**src/rtl/channel_mod_scheduler.sv**
```systemverilog
// Round-robin burst scheduler sharing one channel_modulator between NUM_REQ requesters.
// Each grant loads the requester's phase increment, then streams BURST_LEN I/Q samples.
module channel_mod_scheduler #(
  parameter int unsigned WIDTH     = 16,
  parameter int unsigned NUM_REQ   = 4,
  parameter int unsigned PHASE_W   = 12,
  parameter int unsigned BURST_LEN = 16
) (
  input  logic                       i_clock,
  input  logic                       i_reset,
  input  logic [NUM_REQ*WIDTH-1:0]   i_req_inph,
  input  logic [NUM_REQ*WIDTH-1:0]   i_req_quad,
  input  logic [NUM_REQ-1:0]         i_req_valid,
  output logic [NUM_REQ-1:0]         o_req_ready,
  input  logic                       i_cfg_wr,
  input  logic [$clog2(NUM_REQ)-1:0] i_cfg_idx,
  input  logic [PHASE_W-1:0]         i_cfg_phase_inc,
  input  logic                       i_cfg_enable,
  output logic [WIDTH-1:0]           o_inph,
  output logic [WIDTH-1:0]           o_quad,
  output logic                       o_valid,
  input  logic                       i_ready,
  output logic [PHASE_W-1:0]         o_phase_inc,
  output logic                       o_phase_inc_valid,
  output logic [$clog2(NUM_REQ)-1:0] o_grant,
  output logic                       o_busy
);

  localparam int unsigned IdxW = $clog2(NUM_REQ);
  localparam int unsigned CntW = $clog2(BURST_LEN);

  typedef enum logic [1:0] {StIdle, StLoad, StStream} state_e;

  state_e             state_q;
  logic [IdxW-1:0]    grant_q;
  logic [IdxW-1:0]    last_grant_q;
  logic [CntW-1:0]    cnt_q;
  logic [PHASE_W-1:0] phase_inc_q;
  logic               phase_inc_valid_q;

  logic [PHASE_W-1:0] inc_q [NUM_REQ];
  logic [NUM_REQ-1:0] en_q;

  logic [NUM_REQ-1:0] eligible;
  logic [IdxW-1:0]    cand;
  logic [IdxW-1:0]    next_grant;
  logic               found;
  logic               streaming;
  logic               handshake;
  logic               last_beat;

  assign eligible = en_q & i_req_valid;

  // Search starts one past the previous winner so every requester gets its turn.
  always_comb begin
    found      = 1'b0;
    next_grant = '0;
    cand       = '0;
    for (int unsigned k = 1; k <= NUM_REQ; k++) begin
      cand = IdxW'((32'(last_grant_q) + k) % NUM_REQ);
      if (!found && eligible[cand]) begin
        found      = 1'b1;
        next_grant = cand;
      end
    end
  end

  always_ff @(posedge i_clock) begin
    if (i_reset) begin
      en_q <= '0;
      for (int i = 0; i < int'(NUM_REQ); i++) begin
        inc_q[i] <= '0;
      end
    end else if (i_cfg_wr && (32'(i_cfg_idx) < NUM_REQ)) begin
      inc_q[i_cfg_idx] <= i_cfg_phase_inc;
      en_q[i_cfg_idx]  <= i_cfg_enable;
    end
  end

  assign streaming = (state_q == StStream);
  assign handshake = o_valid & i_ready;
  assign last_beat = (cnt_q == CntW'(BURST_LEN - 1));

  // The increment is captured on entry to LOAD, so later table writes only affect the next grant.
  always_ff @(posedge i_clock) begin
    if (i_reset) begin
      state_q           <= StIdle;
      grant_q           <= '0;
      last_grant_q      <= IdxW'(NUM_REQ - 1);
      cnt_q             <= '0;
      phase_inc_q       <= '0;
      phase_inc_valid_q <= 1'b0;
    end else begin
      phase_inc_valid_q <= 1'b0;
      case (state_q)
        StIdle: begin
          if (found) begin
            grant_q           <= next_grant;
            last_grant_q      <= next_grant;
            phase_inc_q       <= inc_q[next_grant];
            phase_inc_valid_q <= 1'b1;
            state_q           <= StLoad;
          end
        end
        StLoad: begin
          cnt_q   <= '0;
          state_q <= StStream;
        end
        StStream: begin
          if (handshake) begin
            if (last_beat) begin
              state_q <= StIdle;
            end else begin
              cnt_q <= cnt_q + 1'b1;
            end
          end
        end
        default: state_q <= StIdle;
      endcase
    end
  end

  always_comb begin
    o_req_ready = '0;
    if (streaming) begin
      o_req_ready[grant_q] = i_ready;
    end
  end

  assign o_valid           = streaming & i_req_valid[grant_q];
  assign o_inph            = streaming ? i_req_inph[grant_q*WIDTH +: WIDTH] : '0;
  assign o_quad            = streaming ? i_req_quad[grant_q*WIDTH +: WIDTH] : '0;
  assign o_phase_inc       = phase_inc_q;
  assign o_phase_inc_valid = phase_inc_valid_q;
  assign o_grant           = grant_q;
  assign o_busy            = (state_q != StIdle);

endmodule

```
**config.mk**
```make
export PLATFORM = sky130hd
export DESIGN_NAME = channel_mod_scheduler
export DESIGN_NICKNAME = d
export VERILOG_FILES = /design/src/rtl/channel_mod_scheduler.sv
export SDC_FILE = /design/constraint.sdc
export NUM_CORES = 1
export LEC_CHECK = 0
export ABC_AREA = 0
export BUFFER_PORTS_ARGS = -buffer_cell sky130_fd_sc_hd__buf_2
export CORE_MARGIN = 4
export CORE_UTILIZATION = 50
export CTS_BUF_LIST = sky130_fd_sc_hd__clkbuf_16
export DETAILED_ROUTE_END_ITERATION = 12
export PLACE_DENSITY_LB_ADDON = 0.08
export SYNTH_ARGS = -nofsm -noshare
export SYNTH_HDL_FRONTEND = slang
export SYNTH_SLANG_ARGS = --single-unit
```
**constraint.sdc**
```tcl
create_clock -name i_clock -period 3.3 [get_ports i_clock]
set_input_delay 0.495 -clock i_clock [delete_from_list [all_inputs] [get_ports i_clock]]
set_output_delay 0.495 -clock i_clock [all_outputs]
set_load 0.05 [all_outputs]
```
==> results of run 1 <==
layout make-up:
| cell class | count | area share (%) |
|---|---|---|
| diodes | 2 | 0.09001 |
| clock buffers | 9 | 4.050 |
| clock inverters | 7 | 1.778 |
| inverters | 14 | 0.9451 |
| multi-input cells | 218 | 35.71 |
| flip-flops and latches | 75 | 35.69 |
| well taps | 102 | 2.295 |
| repair buffers | 210 | 19.44 |
layer usage:
metal	vias up	wire length (um)	global-route usage, %
li1	1625	-	-
met1	1650	4549	29.65
met2	155	7077	50.00
met3	13	1076	7.148
met4	0	210	7.983
met5	-	0	0
where the power goes:
part / total (mW) / internal [mW] / leakage (nW) / switching (mW)
clock: 1.06 / 0.667 / 0.156 / 0.392
combinational: 0.405 / 0.188 / 1.69 / 0.217
sequential: 1.08 / 1.06 / 0.692 / 0.0234
total: 2.55 / 1.92 / 2.54 / 0.632
sequential cells by signal, indices dropped and copies added, names as in the netlist:
name,count
cnt_q,4
en_q,4
inc_q,48
last_grant_q,2
o_grant,2
o_phase_inc,12
o_phase_inc_valid,1
state_q,2
synthesized netlist by cell type, types with 2 or more instances:
cell type	instances	area (um^2)
nand3b_1	3	22.52
nor3_1	7	35.03
buf_2	5	25.02
clkbuf_1	14	52.55
a21oi_1	8	40.04
mux4_1	3	78.83
nand3_1	4	20.02
nand2_1	21	78.83
xor2_1	2	17.52
nor2_1	50	187.7
nor2b_1	4	25.02
or2_2	3	18.77
a22o_1	12	105.1
edfxtp_1	48	1441
and2_1	35	219.0
inv_1	14	52.55
nand2b_1	7	43.79
mux2i_1	3	30.03
dfxtp_1	27	540.5
mux4_2	42	945.9
cells by family (layout without fill, tap and decap cells):
kind of cell    Yosys count  after routing
simple gates            140            140
flops                    75             75
mux                      48             48
buf+inv                  36            240
compound gates           27             27
xor+xnor                  2              2
fa+ha+maj                 1              1
other cells               0              2
worst min path at each step:
stage,slack (ns),depth (start not counted),startpoint,endpoint
floorplan,0.44,2,en_q[0]$_SDFFE_PP0P_,en_q[0]$_SDFFE_PP0P_
global placement,0.45,1,o_phase_inc[5]$_SDFFE_PP0P_,o_phase_inc[5]$_SDFFE_PP0P_
detailed placement,0.46,1,o_phase_inc[5]$_SDFFE_PP0P_,o_phase_inc[5]$_SDFFE_PP0P_
CTS,0.45,3,i_cfg_enable,en_q[1]$_SDFFE_PP0P_
global route,0.48,3,i_cfg_enable,en_q[1]$_SDFFE_PP0P_
finish,0.45,3,i_cfg_enable,en_q[1]$_SDFFE_PP0P_
stage by stage:
step / power [mW] / cells / worst slack (ns) / utilization [%] / cell area (um^2)
2_1_floorplan: 1.345 / 329 / 0.4096 / - / 4118
3_3_place_gp: 1.494 / 619 / 0.9398 / 66.66 / 5231
3_5_place_dp: 1.509 / 619 / 0.8794 / 66.66 / 5231
4_1_cts: 2.561 / 635 / 0.6986 / 70.79 / 5555
5_1_grt: 2.637 / 636 / 0.6076 / 70.82 / 5558
6_report: 2.547 / 637 / 0.7091 / 70.85 / 5560
worst min-delay path, cell delays in order:
cell     delay (ns)
buf_2          0.11
mux2i_1        0.07
nor2_1         0.07
==> out/metrics.yaml, run 1 <==
logic_synthesis:
  ys_warn_count: 0
  postSynth.asyncResetShare_pct: 0
  syn_area_um2: 4118
  syn-num-nets: 481
  synth_top_family_by_area: "multiplexers"
  synth-edff-count: 48
  synth_adder_area_share_pct: 0.3039
  synth_compound_gate_area_share_pct: 4.923
  seq_area_frac_synth_pct: 48.13
  yosys.cell_types.count: 37
  syn_inst: 329
  yosys.area_share.simple_pct: 16.89
  ys_ff_latch: 75
  synth.area.mux_share_pct: 25.62
  syn_avg_cell_area_um2: 12.52
  synthFlopType: "edfxtp_1"
  synth_xor_xnor_area_share_pct: 0.4254
global_routing:
  grt_max_degree: 35
  grt_pass1_wl_mm: 19.76
  grt.total_usage_pct: 26.81
  grt_pass1_vias: 3653
  grt_overflow: 0
  grt_antenna_before_repair: 1
setup_path:
  cp-end-kind: "output port"
  path_max_fanout: 28
  path_delay_family: "flip-flops"
  critPathArrivalTime_ns: 2.10
  path_class: "flop to output port"
  r2r_slack_ns: 1.08
  critPathLaunch: "o_grant[1]$_SDFFE_PP0P_"
  reg2reg_depth: 4
  crit_cells: 4
  r2r_end: "cnt_q[0]$_SDFFE_PP0P_"
  required_ns: 2.80
  slowest_stage: "dfxtp_2"
  path_cells: "buf_4 -> mux4_2 -> and2_1 -> buf_2"
  max_stage_delay_ns: 0.76
  cp-endpoint: "o_inph[4]"
  cp-start-kind: "flop"
  critical_path_buf_inv_count: 2
  timing.rr.start: "o_grant[1]$_SDFFE_PP0P_"
finish:
  nNetsFinal: 680
  drive_gt1_share_pct: 51.78
  area_growth_syn_to_layout_pct: 35.03
  most-common-layout-cells: "203 x buf_2, 50 x nor2_1, 48 x edfxtp_1"
  multi_input_area_um2: 1986
  fillers: 602
  regArea_um2: 1984
  final_common_cell: "buf_2"
detailed_routing:
  ant_nets: 0
  vias: 3443
  drcViolationCount: 0
  avgViaCountPerCell: 5.405
  wire_per_inst_um: 20.27
  firstDrtPassIters: 4
  drtIter0Drc: 143
  wl_mm: 12.91
timing:
  finalHoldViolations: 0
  setup_viol: 0
  period_needed_ns: 2.591
  fin_crit_sh_pct: 78.51
  rsz0062_at_grt: "false"
  hold_ws_ns: 0.4539
  slew_headroom_pct: 51.98
  timing.fmax_ghz: 0.3860
  drv_slew: 0
  fin_skew_ns: 0.004840
  final.setup.tns_ns: 0
  worstMarginPinSlew_ns: 0.7203
placement:
  io_buffers: 203
  dpl.hpwl_mm: 10.07
  gp_congestion: 0.9451
floorplanning:
  dieHeight_um: 98.75
  fp-row-count: 32
  die_x_um: 98.75
  core_um2: 7848
  dieArea_um2: 9752
  io_pins: 204
  start_util_pct: 52.47
clocking:
  htreeDepth: 3
  clkSinkCount: 75
  path_clk_slew_ns: 0.06
  cts_hold_buffers: 0
  cts_tree: "yes"
  post_cts_resized: 0
  cts_root_buf: "clkbuf_16"
  clkLatencyLatePin_ns: 0.33
  clockBufferDepth: 2
  numCtsBuffers: 9
  cts_setup_buffers: 0
outcome:
  status: "finished clean"
flow_run:
  max-cap-violations: 0
pwr:
  ir_worst_vdd_mv: 0.3925
  powerDensity_nw_per_um2: 458.1
  p_leak_nw: 2.542
min_path:
  hp-class: "primary input to flop"
Note: power is estimated with default switching activity, not from simulation.
==> run 2, diff against run 1 <==
- CORE_UTILIZATION: 50 -> 42
- clock period: 3.3 -> 2.3 ns (I/O delays scaled with it)
==> run 2 against run 1 <==
Critical path depth did not move. Clock skew grew 0.00054 ns. Critical path type unchanged. Clock power up 51%. Combinational power up 46%. Die area is 17% higher. Count of clock-buffer cells in the layout is the same. Total power rose by 47%. Via count grew 1.2%. Largest power group is now clock. Sequential cell count unchanged. Setup slack got worse by 0.64 ns.
==> out/metrics.yaml, run 2 (synthesis results as in run 1) <==
outcome:
  status: "finished clean"
timing:
  worstMarginPinSlew_ns: 1.104
  period_needed_ns: 2.231
  slew_headroom_pct: 26.27
  fin_skew_ns: 0.005384
  fin_ws_ns: 0.06887
  setup_viol: 0
  timing.fmax_ghz: 0.4482
  rsz0062_at_grt: "false"
  finalHoldViolations: 0
  drv_slew: 0
  fin_crit_sh_pct: 97.01
clocking:
  cts_tree: "yes"
  cts_root_buf: "clkbuf_16"
  clockBufferDepth: 2
  clkLatencyLatePin_ns: 0.33
  numCtsBuffers: 9
  path_clk_slew_ns: 0.06
  cts_setup_buffers: 0
  clkSinkCount: 75
  htreeDepth: 3
floorplanning:
  dieHeight_um: 107.0
  dieArea_um2: 11450
  die_x_um: 107.0
  start_util_pct: 43.94
  io_pins: 204
  fp-row-count: 35
  core_um2: 9371
finish:
  drive_gt1_share_pct: 52.42
  nNetsFinal: 685
  fillers: 813
  num_antenna_cells: 0
  most-common-layout-cells: "203 x buf_2, 50 x nor2_1, 48 x edfxtp_1"
  area_growth_syn_to_layout_pct: 38.29
  top_register: "inc_q"
  final_common_cell: "buf_2"
  largest_reg_flops: 48
pwr:
  power_frac_seq_pct: 41.5
  pwr-share-comb_pct: 15.8
  p_int_mw: 2.859
  p_leak_nw: 2.596
  netSwitchingPower_mw: 0.8837
  ir_worst_vdd_mv: 0.5132
  powerDensity_nw_per_um2: 657.3
  clkPwrFrac_pct: 42.8
  power_mw: 3.743
  switching_share_pct: 23.61
placement:
  gp_congestion: 0.8953
  dpl.hpwl_mm: 9.244
  post-place-ws_ns: 0.1828
  io_buffers: 203
detailed_routing:
  drcViolationCount: 0
  wire_per_inst_um: 18.27
  avgViaCountPerCell: 5.223
  firstDrtPassIters: 4
  wl_mm: 12.19
  vias: 3484
  drtIter0Drc: 180
  ant_nets: 0
flow_run:
  max-cap-violations: 0
global_routing:
  grt_pass1_vias: 3614
  grt_pass1_wl_mm: 18.70
  grt_antenna_before_repair: 0
  grt_overflow: 0
  grt_max_degree: 38
  grt.total_usage_pct: 21.23
setup_path:
  path_max_fanout: 11
  max_stage_delay_ns: 0.48
  cp-end-kind: "output port"
  required_ns: 1.96
  critPathArrivalTime_ns: 1.89
  cp-start-kind: "flop"
  path_class: "flop to output port"
  slowest_stage: "mux4_2"
  path_cells: "clkbuf_16 -> mux4_2 -> and2_1 -> buf_2"
min_path:
  hp-class: "primary input to flop"
[run 2: area by class of cell]
| cell class | count | area (um^2) | share of cell area, % |
|---|---|---|---|
| inverter | 14 | 52.55 | 0.9229 |
| multi-input combinational | 218 | 1996 | 35.05 |
| tap | 129 | 161.4 | 2.835 |
| sequential | 75 | 1987 | 34.89 |
| timing repair buffer | 215 | 1156 | 20.30 |
| clock inverter | 7 | 116.4 | 2.044 |
| clock buffer | 9 | 225.2 | 3.955 |
[run 2: metrics by stage]
| stage | hold slack [ns] | utilization (%) | cells | setup TNS (ns) | area (um^2) |
|---|---|---|---|---|---|
| after floorplan | 0.4450 | - | 329 | -0.1468 | 4129 |
| after global placement | 0.4615 | 56.74 | 650 | 0 | 5318 |
| after detailed placement | 0.4614 | 56.74 | 650 | 0 | 5318 |
| after CTS | 0.3058 | 60.45 | 666 | 0 | 5665 |
| after global routing | 0.3160 | 60.76 | 667 | 0 | 5694 |
| final | 0.3042 | 60.76 | 667 | 0 | 5694 |
[run 2: worst paths after layout]
path,from,endpoint,slack (ns),cells past startpoint
worst min register to register,o_phase_inc[2]$_SDFFE_PP0P_,o_phase_inc[2]$_SDFFE_PP0P_,0.48,1
worst min-delay path,i_cfg_enable,en_q[2]$_SDFFE_PP0P_,0.30,3
worst max-delay path,o_grant[0]$_SDFFE_PP0P_,o_quad[14],0.07,4
worst max register to register,en_q[1]$_SDFFE_PP0P_,o_phase_inc[5]$_SDFFE_PP0P_,0.25,5
[run 2: per-layer routing]
metal / GRT usage [%] / vias to the layer above / share of wire [%]
li1: - / 1636 / -
met4: 6.849 / 0 / 1.8
met5: 0 / - / 0
met3: 4.877 / 19 / 6.7
met2: 37.50 / 131 / 50
met1: 25.64 / 1698 / 41
[run 2: worst max-delay path: cells and delay by family, from the launching register on]
kind                   cells  cell delay, ns
buffers and inverters      2            0.43
AND/OR/NAND/NOR            1            0.18
flip-flops                 1            0.47
multiplexers               1            0.48
[run 2: timing repair]
action,in CTS,in global routing
hold buffers,0,0
setup endpoints to repair,28,15
resized for setup,2,1
gates cloned,0,1
[run 2: power groups by stage]
stage / clock (mW) / sequential (mW) / combinational, mW
detailed placement: 0 / 1.58 / 0.587
floorplan: 0 / 1.61 / 0.320
global placement: 0 / 1.58 / 0.576
CTS: 1.61 / 1.55 / 0.591
global route: 1.68 / 1.56 / 0.635
finish: 1.60 / 1.55 / 0.590
